--- src/rtl/alu_pkg.sv ---
// Shared definitions for the ALU operand loader and the ALU verification bench:
// loader FSM state encoding, op-code constants and the legal-op check.
package alu_pkg;

    typedef enum logic [2:0] {
        S_A    = 3'd0,
        S_B    = 3'd1,
        S_OP   = 3'd2,
        S_GO   = 3'd3,
        S_WAIT = 3'd4,
        S_SHOW = 3'd5
    } loader_state_t;

    localparam logic [2:0] OP_ADD = 3'b000;
    localparam logic [2:0] OP_SUB = 3'b001;
    localparam logic [2:0] OP_EQ  = 3'b100;
    localparam logic [2:0] OP_GT  = 3'b101;
    localparam logic [2:0] OP_LT  = 3'b110;
    localparam logic [2:0] OP_EZ  = 3'b111;

    function automatic logic is_legal_op(input logic [2:0] op);
        logic legal;
        legal = 1'b0;
        case (op)
            OP_ADD, OP_SUB, OP_EQ, OP_GT, OP_LT, OP_EZ: legal = 1'b1;
            default:                                    legal = 1'b0;
        endcase
        return legal;
    endfunction

endpackage

--- src/rtl/alu_operand_loader_key_debounce.sv ---
// Debouncer for one active-low key: 2-flop synchronizer, stability counter,
// and a single-cycle press pulse on the accepted 1->0 transition.
module key_debounce #(
    parameter int unsigned DEBOUNCE_CYCLES = 16
) (
    input  logic clock,
    input  logic reset,
    input  logic key_n_i,
    output logic press_o
);

    localparam int unsigned CW = (DEBOUNCE_CYCLES > 1) ? $clog2(DEBOUNCE_CYCLES) : 1;
    localparam logic [CW-1:0] CNT_LAST = CW'(DEBOUNCE_CYCLES - 1);

    logic [1:0]    sync_q, sync_d;
    logic          level_q, level_d;
    logic [CW-1:0] cnt_q, cnt_d;
    logic          press_q, press_d;

    // Any sample matching the accepted level restarts the count, so a
    // bouncing key never accumulates towards a new level.
    always_comb begin
        sync_d  = {sync_q[0], key_n_i};
        level_d = level_q;
        cnt_d   = '0;
        press_d = 1'b0;
        if (sync_q[1] != level_q) begin
            if (cnt_q == CNT_LAST) begin
                level_d = sync_q[1];
                press_d = ~sync_q[1];
            end else begin
                cnt_d = cnt_q + CW'(1);
            end
        end
    end

    always_ff @(posedge clock or negedge reset) begin
        if (!reset) begin
            sync_q  <= '1;
            level_q <= 1'b1;
            cnt_q   <= '0;
            press_q <= 1'b0;
        end else begin
            sync_q  <= sync_d;
            level_q <= level_d;
            cnt_q   <= cnt_d;
            press_q <= press_d;
        end
    end

    assign press_o = press_q;

endmodule

--- src/rtl/alu_operand_loader.sv ---
// Sequences operand A, operand B and the op code from one switch bank into the
// ALU, issues the operation and latches the ALU's registered result for display.
module alu_operand_loader
    import alu_pkg::*;
#(
    parameter int unsigned WIDTH           = 6,
    parameter int unsigned DEBOUNCE_CYCLES = 16
) (
    input  logic             clock,
    input  logic             reset,
    input  logic [WIDTH-1:0] sw,
    input  logic             key_enter_n,
    input  logic             key_clear_n,
    input  logic [WIDTH-1:0] alu_result,
    output logic [WIDTH-1:0] A,
    output logic [WIDTH-1:0] B,
    output logic [2:0]       control,
    output logic             op_go,
    output logic [WIDTH-1:0] result_latched,
    output logic             result_valid,
    output logic             op_err,
    output logic [2:0]       stage
);

    logic enter_press;
    logic clear_press;

    key_debounce #(.DEBOUNCE_CYCLES(DEBOUNCE_CYCLES)) u_enter (
        .clock   (clock),
        .reset   (reset),
        .key_n_i (key_enter_n),
        .press_o (enter_press)
    );

    key_debounce #(.DEBOUNCE_CYCLES(DEBOUNCE_CYCLES)) u_clear (
        .clock   (clock),
        .reset   (reset),
        .key_n_i (key_clear_n),
        .press_o (clear_press)
    );

    loader_state_t    state_q;
    logic [WIDTH-1:0] a_q, b_q, res_q;
    logic [2:0]       ctl_q;
    logic             go_q, valid_q, err_q;

    // op_go is registered on the entry into S_GO so it is high for exactly
    // the S_GO cycle; clear overrides every state including S_GO/S_WAIT.
    always_ff @(posedge clock or negedge reset) begin
        if (!reset) begin
            state_q <= S_A;
            a_q     <= '0;
            b_q     <= '0;
            ctl_q   <= '0;
            res_q   <= '0;
            go_q    <= 1'b0;
            valid_q <= 1'b0;
            err_q   <= 1'b0;
        end else begin
            go_q <= 1'b0;
            if (clear_press) begin
                state_q <= S_A;
                a_q     <= '0;
                b_q     <= '0;
                ctl_q   <= '0;
                res_q   <= '0;
                valid_q <= 1'b0;
                err_q   <= 1'b0;
            end else begin
                case (state_q)
                    S_A: begin
                        if (enter_press) begin
                            a_q     <= sw;
                            state_q <= S_B;
                        end
                    end
                    S_B: begin
                        if (enter_press) begin
                            b_q     <= sw;
                            state_q <= S_OP;
                        end
                    end
                    S_OP: begin
                        if (enter_press) begin
                            if (is_legal_op(sw[2:0])) begin
                                ctl_q   <= sw[2:0];
                                err_q   <= 1'b0;
                                go_q    <= 1'b1;
                                state_q <= S_GO;
                            end else begin
                                err_q <= 1'b1;
                            end
                        end
                    end
                    S_GO: begin
                        state_q <= S_WAIT;
                    end
                    S_WAIT: begin
                        res_q   <= alu_result;
                        valid_q <= 1'b1;
                        state_q <= S_SHOW;
                    end
                    S_SHOW: begin
                        if (enter_press) begin
                            valid_q <= 1'b0;
                            state_q <= S_A;
                        end
                    end
                    default: begin
                        state_q <= S_A;
                    end
                endcase
            end
        end
    end

    assign A              = a_q;
    assign B              = b_q;
    assign control        = ctl_q;
    assign op_go          = go_q;
    assign result_latched = res_q;
    assign result_valid   = valid_q;
    assign op_err         = err_q;
    assign stage          = state_q;

endmodule

--- config.mk ---
export PLATFORM = sky130hd
export DESIGN_NAME = alu_operand_loader
export DESIGN_NICKNAME = d
export VERILOG_FILES = /design/src/rtl/alu_pkg.sv /design/src/rtl/alu_operand_loader_key_debounce.sv /design/src/rtl/alu_operand_loader.sv
export SDC_FILE = /design/constraint.sdc
export NUM_CORES = 1
export LEC_CHECK = 0
export ABC_CLOCK_PERIOD_IN_PS = 1500
export CORE_UTILIZATION = 49
export DETAILED_ROUTE_END_ITERATION = 6
export GPL_TIMING_DRIVEN = 1
export PLACE_DENSITY = 0.78
export SYNTH_ARGS = -nofsm -noshare
export SYNTH_HDL_FRONTEND = slang
export SYNTH_SLANG_ARGS = --single-unit
--- constraint.sdc ---
create_clock -name clock -period 1.5 [get_ports clock]
set_clock_uncertainty 0.05 [all_clocks]
set_input_delay 0.225 -clock clock [delete_from_list [all_inputs] [get_ports clock]]
set_output_delay 0.225 -clock clock [all_outputs]
set_load 0.1 [all_outputs]
* Word level (Yosys, flattened, before mapping)
Index checks and enable logic that the tools add are counted.
** Word-level totals
- Flip-flop bits (word level) :: 43
- Logic and storage cells :: 98
** Operators by class
- Add/subtract/negate cells :: 2
- Equality and inequality tests :: 19
- Muxes and demuxes :: 41
- Bitwise operators :: 2
- Reductions and logical operators :: 18
** Operators with widths (number)
- $mux 6 :: 7
- $mux 3 :: 10
- $eq 3x3->1 const B :: 6
- $mux 1 :: 18
- $pmux 3 s6 :: 1
- $mux 4 :: 4
- $ne 3x1->1 const B :: 4
- $reduce_and 2->1 :: 6
- $reduce_bool 2->1 :: 6
- $add 4x1->4 const B :: 2
- $eq 4x4->1 const B :: 2
- $eq 3x1->1 const B :: 2
- $eq 3x2->1 const B :: 2
- $logic_not 3->1 :: 2
- $reduce_or 6->1 :: 1
- $reduce_and 5->1 :: 1
- $ne 3x2->1 const B :: 1
- $reduce_and 3->1 :: 1
- $reduce_bool 3->1 :: 1
- $ne 1x1->1 :: 2
- $not 1->1 :: 2
- $pmux 1 s2 :: 1

* Depth between registers and ports, before layout
Gate-level depths: netlist of run 1.
- Word-level depth :: 10
- Depth in mapped cells :: 5
- Depth with buffers taken out :: 4

* By module
A second synthesis of run 1 with hierarchy kept.
** Unflattened totals
- Cell total of the unflattened synthesis :: 149
- Area total of the unflattened synthesis :: 1858.0 µm²
** By module, submodules not included
- alu_operand_loader :: instances 1, cells an instance 105, area each 1224.9 µm², seq. area each 675.6 µm²
- key_debounce :: instances 2, cells an instance 22, area each 316.6 µm², seq. area each 203.9 µm²

* Worst setup path after synthesis of run 1
No wires, ideal clock.
- Kind :: register -> register
- Start point :: reg state_q[1] (netlist: stage[1])
- End point :: reg a_q[1] (netlist: A[1])
- Arrival :: 1.769 ns
- Data required time :: 1.324 ns
- Setup slack :: -0.445 ns
- Stages on the path, launching flop included :: 4
- Buffers on the path :: 0
- Cell sequence :: dfrtp_1 > and2b_4 > a21oi_4 > mux2_2
** On the way
- Cells in the longest elaborated chain, start to end :: 3
** RTL lines
- from (decl) :: RTL line alu_operand_loader.sv:42 : loader_state_t state_q;
- from (signal assigned) :: RTL line alu_operand_loader.sv:51 : state_q <= S_A;
- from (signal assigned) :: RTL line alu_operand_loader.sv:62 : state_q <= S_A;
- from (signal assigned) :: RTL line alu_operand_loader.sv:74 : state_q <= S_B;
- $logic_not 3->1 :: RTL line alu_operand_loader.sv:70 : case (state_q)
- $reduce_bool 2->1 (no source line)
- $reduce_and 2->1 (no source line)
- to (signal assigned) :: RTL line alu_operand_loader.sv:73 : a_q <= sw;
- to (decl) :: RTL line alu_operand_loader.sv:43 : logic [WIDTH-1:0] a_q, b_q, res_q;
No other way between the ends.
A chain may end at the register's enable or synchronous reset.

* Worst setup path in the final report of run 1
- Start point :: reg state_q[2] (netlist: stage[2])
- End point :: reg b_q[1] (netlist: B[1])
** On the way
- Cells in the longest elaborated chain, start to end :: 3
** RTL lines
- $eq 3x1->1 :: RTL line alu_operand_loader.sv:70
- $reduce_bool 2->1 (no source line)
- $reduce_and 2->1 (no source line)
- to (signal assigned) :: RTL line alu_operand_loader.sv:79 : b_q <= sw;
- to (decl) :: RTL line alu_operand_loader.sv:43
No other way between the ends.

==> results of run 1 <==
report_power, final:
group | switching [mW] | total [mW] | internal, mW | leakage [nW]
registers | 0.0251 | 1.21 | 1.19 | 0.552
logic | 0.110 | 0.205 | 0.0951 | 0.616
clock network | 0.382 | 0.707 | 0.325 | 0.0412
state kept, by name (all words and copies together), names as in the netlist, 2 cells and up:
register / cells
A: 6
B: 6
control: 3
result_latched: 6
stage: 3
u_clear.cnt_q: 4
u_clear.sync_q: 2
u_enter.cnt_q: 4
u_enter.sync_q: 2
synth_stat cells, drive strengths merged:
| master | number |
|---|---|
| ha | 2 |
| nand2 | 5 |
| a21oi | 10 |
| o21ai | 5 |
| and2b | 3 |
| nand4b | 2 |
| and4bb | 2 |
| o31ai | 1 |
| inv | 4 |
| nand2b | 1 |
| o22ai | 1 |
| mux2 | 7 |
| nand3b | 3 |
| nand3 | 2 |
| dfstp | 6 |
| o211a | 1 |
| buf | 7 |
| nor2 | 18 |
| dfrtp | 37 |
| nand4bb | 1 |
| nor2b | 6 |
| nor3 | 2 |
| o211ai | 1 |
| mux2i | 14 |
| nor3b | 5 |
| xnor2 | 4 |
metal layers:
layer	track usage [%]	wire length, microns	part of all wire [%]
met5	0	0	0
met4	9.091	87	2.2
met3	6.884	148	3.8
met2	38.96	2088	54
met1	24.34	1563	40
layout make-up:
type	instances	share of cell area [%]
clock inverters	2	0.4545
well taps	48	2.182
clock buffers	6	2.636
inverters	4	0.5455
repair buffers	57	29.09
flip-flops and latches	43	39.77
multi-input cells	96	25.32
worst min-delay path by stage:
stage | end | cells after the start | startpoint
after CTS | u_enter.sync_q[0] | 1 | key_enter_n
final | u_enter.sync_q[0] | 1 | key_enter_n
after global routing | u_enter.sync_q[0] | 1 | key_enter_n
after floorplan | A[0] | 0 | reset
after global placement | stage[0] | 1 | reset
after detailed placement | stage[0] | 1 | reset
per-stage QoR:
stage | setup WS (ns) | setup TNS [ns] | utilization [%] | area, sq um | instances
after CTS | 0.03832 | 0 | 74.78 | 2738 | 254
after floorplan | -0.07259 | -0.8243 | - | 1869 | 150
after detailed placement | 0.02174 | 0 | 72.18 | 2643 | 245
final | 0.05876 | 0 | 75.19 | 2753 | 256
after global placement | 0.08954 | 0 | 72.18 | 2643 | 245
after global routing | 0.004929 | 0 | 75.19 | 2753 | 256
cells by family (layout without fill, tap and decap cells):
| group | after synthesis | count (layout) | share of synthesized area, % |
|---|---|---|---|
| multiplexers | 21 | 21 | 11.99 |
| AO/OA/AOI/OAI | 19 | 19 | 6.330 |
| adder cells (fa/ha/maj) | 2 | 2 | 1.347 |
| buffers and inverters | 11 | 69 | 4.175 |
| flip-flops | 43 | 43 | 58.32 |
| AND/OR/NAND/NOR | 50 | 50 | 15.96 |
| XOR/XNOR | 4 | 4 | 1.885 |
timing repair:
item / in CTS / in global routing
setup endpoints to repair: 0 / 1
hold buffers: 1 / 0
setup buffers: 0 / 2
hold endpoints to repair: 14 / 0
==> flow_summary.yaml, run 1 <==
floorplan:
  io_pins: 43
  start_util_pct: 50.75
  rows: 22
  die_h_microns: 63.58
  core_sq_um: 3661
  die_x_microns: 63.58
  die-area_sq_um: 4042
critical_path:
  path_delay_family: "flip-flops"
  r2r-start: "stage[2]"
  path_depth: 4
  critPathRequiredTime_ns: 1.62
  critPathKind: "reg -> reg"
  crit_chain: "and4bb_1, buf_4, mux2i_1, nor2_1"
  crit_arrival_ns: 1.56
  rrSetupSlack_ns: 0.06
  crit_end: "B[1]"
  worstSetupStartpoint: "stage[2]"
  start_kind: "flop"
  crit_slowest_cell: "dfrtp_4"
  end_kind: "flop"
  r2r-end: "B[1]"
  critical-path-max-stage-delay_ns: 0.53
  crit_buf_inv: 1
  cp_max_fo: 12
  reg2regPathDepth: 4
outcome:
  status: "finished clean"
final_layout:
  multi_input_area_sq_um: 696.9
  final_cell_mix: "dfrtp_1, buf_12, nor2_1"
  fin_nets: 225
  drive_above_1_share_pct: 33.65
  regArea_sq_um: 1095
  n_antenna_cell: 0
  areaGrowthSynthToFinish_pct: 48.15
  final.fill_count: 235
  layout_commonest_cell: "dfrtp_1"
yosys:
  synth_top_area_share_pct: 49.83
  ys_seq_area_share_pct: 58.32
  ys_top_cells_by_area: "dfrtp_1, dfstp_2, mux2i_1, mux2_2, nor2_1"
  synth_fp_nets: 168
  syn_area_per_cell_sq_um: 12.39
  synth_seq_cells: 43
  yosysWarnings: 0
  yosysTopAreaCell: "dfrtp_1"
  netlist_area_sq_um: 1858
  syn_inst: 150
  ys_types: 34
sta:
  maxSlewHeadroom_pct: 71.07
  hold_viol_final: 0
  rsz0062_at_grt: "false"
  max_freq_mhz: 693.8
  slew_violations: 0
  finalCriticalPeriod_ns: 1.441
  period_share_pct: 96.08
  setup_viol: 0
  max_slew.worst_pin.slew_ns: 0.4339
  hold_ws_ns: 0.2816
global_routing:
  grt_pass1_wl_microns: 6603
  grt_max_degree: 20
  track_usage_pct: 22.09
  overflow: 0
  grt_antenna_before_repair: 0
  grt_pass1_vias: 1466
clocking:
  cts_sinks: 43
  clkLatencyLatePin_ns: 0.30
  tritoncts: "yes"
  cts_resized: 0
  numCtsBuffers: 5
  cts-root-buf: "clkbuf_8"
  clkSlewWorstSetupHoldPaths_ns: 0.08
  cts_max_path_buffers: 2
  h-tree-depth: 2
route:
  drtAntennaViolNets: 0
  drc: 0
  vias_per_cell: 5.184
  vias: 1327
  dr.pass1.iters: 4
  wire_per_inst_microns: 15.18
  drt_iter0_drc: 60
  wirelength_microns: 3887
power:
  ir_drop_v: 0.0008967
  power.leakage_nw: 1.209
  power.density_nw_per_um2: 772.2
  p_total_mw: 2.126
placement:
  gp_congestion: 0.8075
  portBuffers: 42
  hpwl_microns: 3063
flow_run:
  cap_viol_max_count: 0
worst_hold_path:
  hold_path.class: "in -> reg"
Power figures use the tool's default switching activity.
==> run 2, diff against run 1 <==
--- a/config.mk
+++ b/config.mk
@@ -6,10 +6,13 @@
 export NUM_CORES = 1
 export LEC_CHECK = 0
 export ABC_CLOCK_PERIOD_IN_PS = 1500
-export CORE_UTILIZATION = 49
+export CELL_PAD_IN_SITES_DETAIL_PLACEMENT = 1
+export CELL_PAD_IN_SITES_GLOBAL_PLACEMENT = 2
+export CORE_ASPECT_RATIO = 0.5
+export CORE_UTILIZATION = 32
 export DETAILED_ROUTE_END_ITERATION = 6
 export GPL_TIMING_DRIVEN = 1
-export PLACE_DENSITY = 0.78
+export PLACE_DENSITY_LB_ADDON = 0.1
 export SYNTH_ARGS = -nofsm -noshare
 export SYNTH_HDL_FRONTEND = slang
 export SYNTH_SLANG_ARGS = --single-unit
==> run 2 against run 1 <==
Compared with the run above: wire length is 4.7% higher; largest cell class unchanged; critical path depth is the same; design area rose by 4.4%; first-iteration DRC count decreased by 65%; cell count grew 8.6%; count of clock-buffer cells in the layout decreased by 1.
==> flow_summary.yaml, run 2 (synthesis gave the netlist of run 1 again) <==
sta:
  period_share_pct: 95.87
  tns_ns: 0
  max_freq_mhz: 695.4
  max_slew.worst_pin.slew_ns: 0.4074
  rsz0062_at_grt: "false"
  hold_viol_final: 0
  maxSlewHeadroom_pct: 72.84
  setup_viol: 0
  slew_violations: 0
  finalCriticalPeriod_ns: 1.438
clocking:
  h-tree-depth: 2
  cts_max_path_buffers: 2
  cts-root-buf: "clkbuf_16"
  clkSlewWorstSetupHoldPaths_ns: 0.07
  cts_sinks: 43
  tritoncts: "yes"
  post-cts-setup-buffers: 0
  numCtsBuffers: 5
  clkLatencyLatePin_ns: 0.29
route:
  drc: 0
  vias_per_cell: 4.680
  wirelength_microns: 4068
  dr.pass1.iters: 2
  drtAntennaViolNets: 0
  vias: 1301
  wire_per_inst_microns: 14.63
  drt_iter0_drc: 21
floorplan:
  die-area_sq_um: 6133
  die_h_microns: 55.88
  io_pins: 43
  start_util_pct: 33.54
  core_sq_um: 5539
  die_x_microns: 109.8
  rows: 19
final_layout:
  multi_input_area_sq_um: 696.9
  n_antenna_cell: 0
  layout_commonest_cell: "dfrtp_1"
  final_cell_mix: "dfrtp_1, buf_12, nor2_1"
  stdcell_area_sq_um: 2873
  drive_above_1_share_pct: 33.17
  final_cells: 278
  final.fill_count: 575
  regArea_sq_um: 1095
  fin_nets: 222
  areaGrowthSynthToFinish_pct: 54.61
global_routing:
  busiest_layer: "met2"
  met3_usage_pct: 4.684
  grt_max_degree: 44
  grt_pass1_wl_microns: 7024
  use_met2_pct: 24.44
  overflow: 0
  grt_antenna_before_repair: 0
  met1_usage_pct: 19.91
  grt_pass1_vias: 1408
  track_usage_pct: 15.50
critical_path:
  start_kind: "flop"
  end_kind: "flop"
  critPathKind: "reg -> reg"
  cp_max_fo: 11
  critPathRequiredTime_ns: 1.63
  crit_arrival_ns: 1.57
placement:
  hpwl_microns: 2932
  gp_congestion: 0.7065
  portBuffers: 42
  placed_cells: 269
  placed_area_sq_um: 2691
outcome:
  status: "finished clean"
power:
  ir_drop_v: 0.0004756
  power.leakage_nw: 1.241
  power.density_nw_per_um2: 936.4
worst_hold_path:
  hold_path.class: "in -> reg"
flow_run:
  cap_viol_max_count: 0
[run 2: path summary, 6_finish.rpt]
path                                   start                 to  slack, ns  cells after the start
setup / recovery                    stage[2]               B[3]       0.06                      4
hold / removal                   key_clear_n  u_clear.sync_q[0]       0.28                      1
setup reg to reg                    stage[2]               B[3]       0.06                      4
hold reg to reg            u_enter.sync_q[0]  u_enter.sync_q[1]       0.30                      0
max in group asynchronous              reset    u_enter.level_q       0.74                      3
min in group asynchronous              reset              op_go       0.38                      3
[run 2: layer usage]
layer / share of wire [%] / up-vias
met3: 3.4 / 8
met5: 0 / -
met4: 1.5 / 0
li1: - / 618
met2: 49 / 18
met1: 46 / 657
[run 2: power breakdown]
| group | total [mW] | internal (mW) | switching [mW] |
|---|---|---|---|
| combinational | 0.205 | 0.0953 | 0.110 |
| sequential | 1.21 | 1.19 | 0.0241 |
| clock | 1.27 | 0.791 | 0.480 |
[run 2: through the flow]
step | hold WS (ns) | total power [mW] | worst slack, ns | util (%)
after global placement | 0.1674 | 1.436 | 0.07891 | 48.59
final | 0.2842 | 2.690 | 0.06198 | 51.86
after global routing | 0.2853 | 2.784 | 0.003037 | 51.86
after detailed placement | 0.1663 | 1.441 | 0.03469 | 48.59
after floorplan | -0.1206 | 1.319 | -0.07259 | -
after CTS | 0.2769 | 2.728 | 0.03465 | 51.86
[run 2: final cells by class]
| cell class | count | share of cell area [%] |
|---|---|---|
| clock buffers | 5 | 4.355 |
| clock inverters | 3 | 1.611 |
| flip-flops and latches | 43 | 38.11 |
| inverters | 4 | 0.5226 |
| well taps | 73 | 3.179 |
| repair buffers | 54 | 27.96 |
| multi-input cells | 96 | 24.26 |
[run 2: what timing repair did]
action	in CTS	in global routing
hold buffers	1	0
hold endpoints to repair	37	0
gates resized for setup	0	0
[run 2: worst max-delay path: stages, from the launching register on]
cell	delay [ns]
dfrtp_4	0.53
and4bb_1	0.33
buf_12	0.14
mux2i_1	0.22
nor2_1	0.07
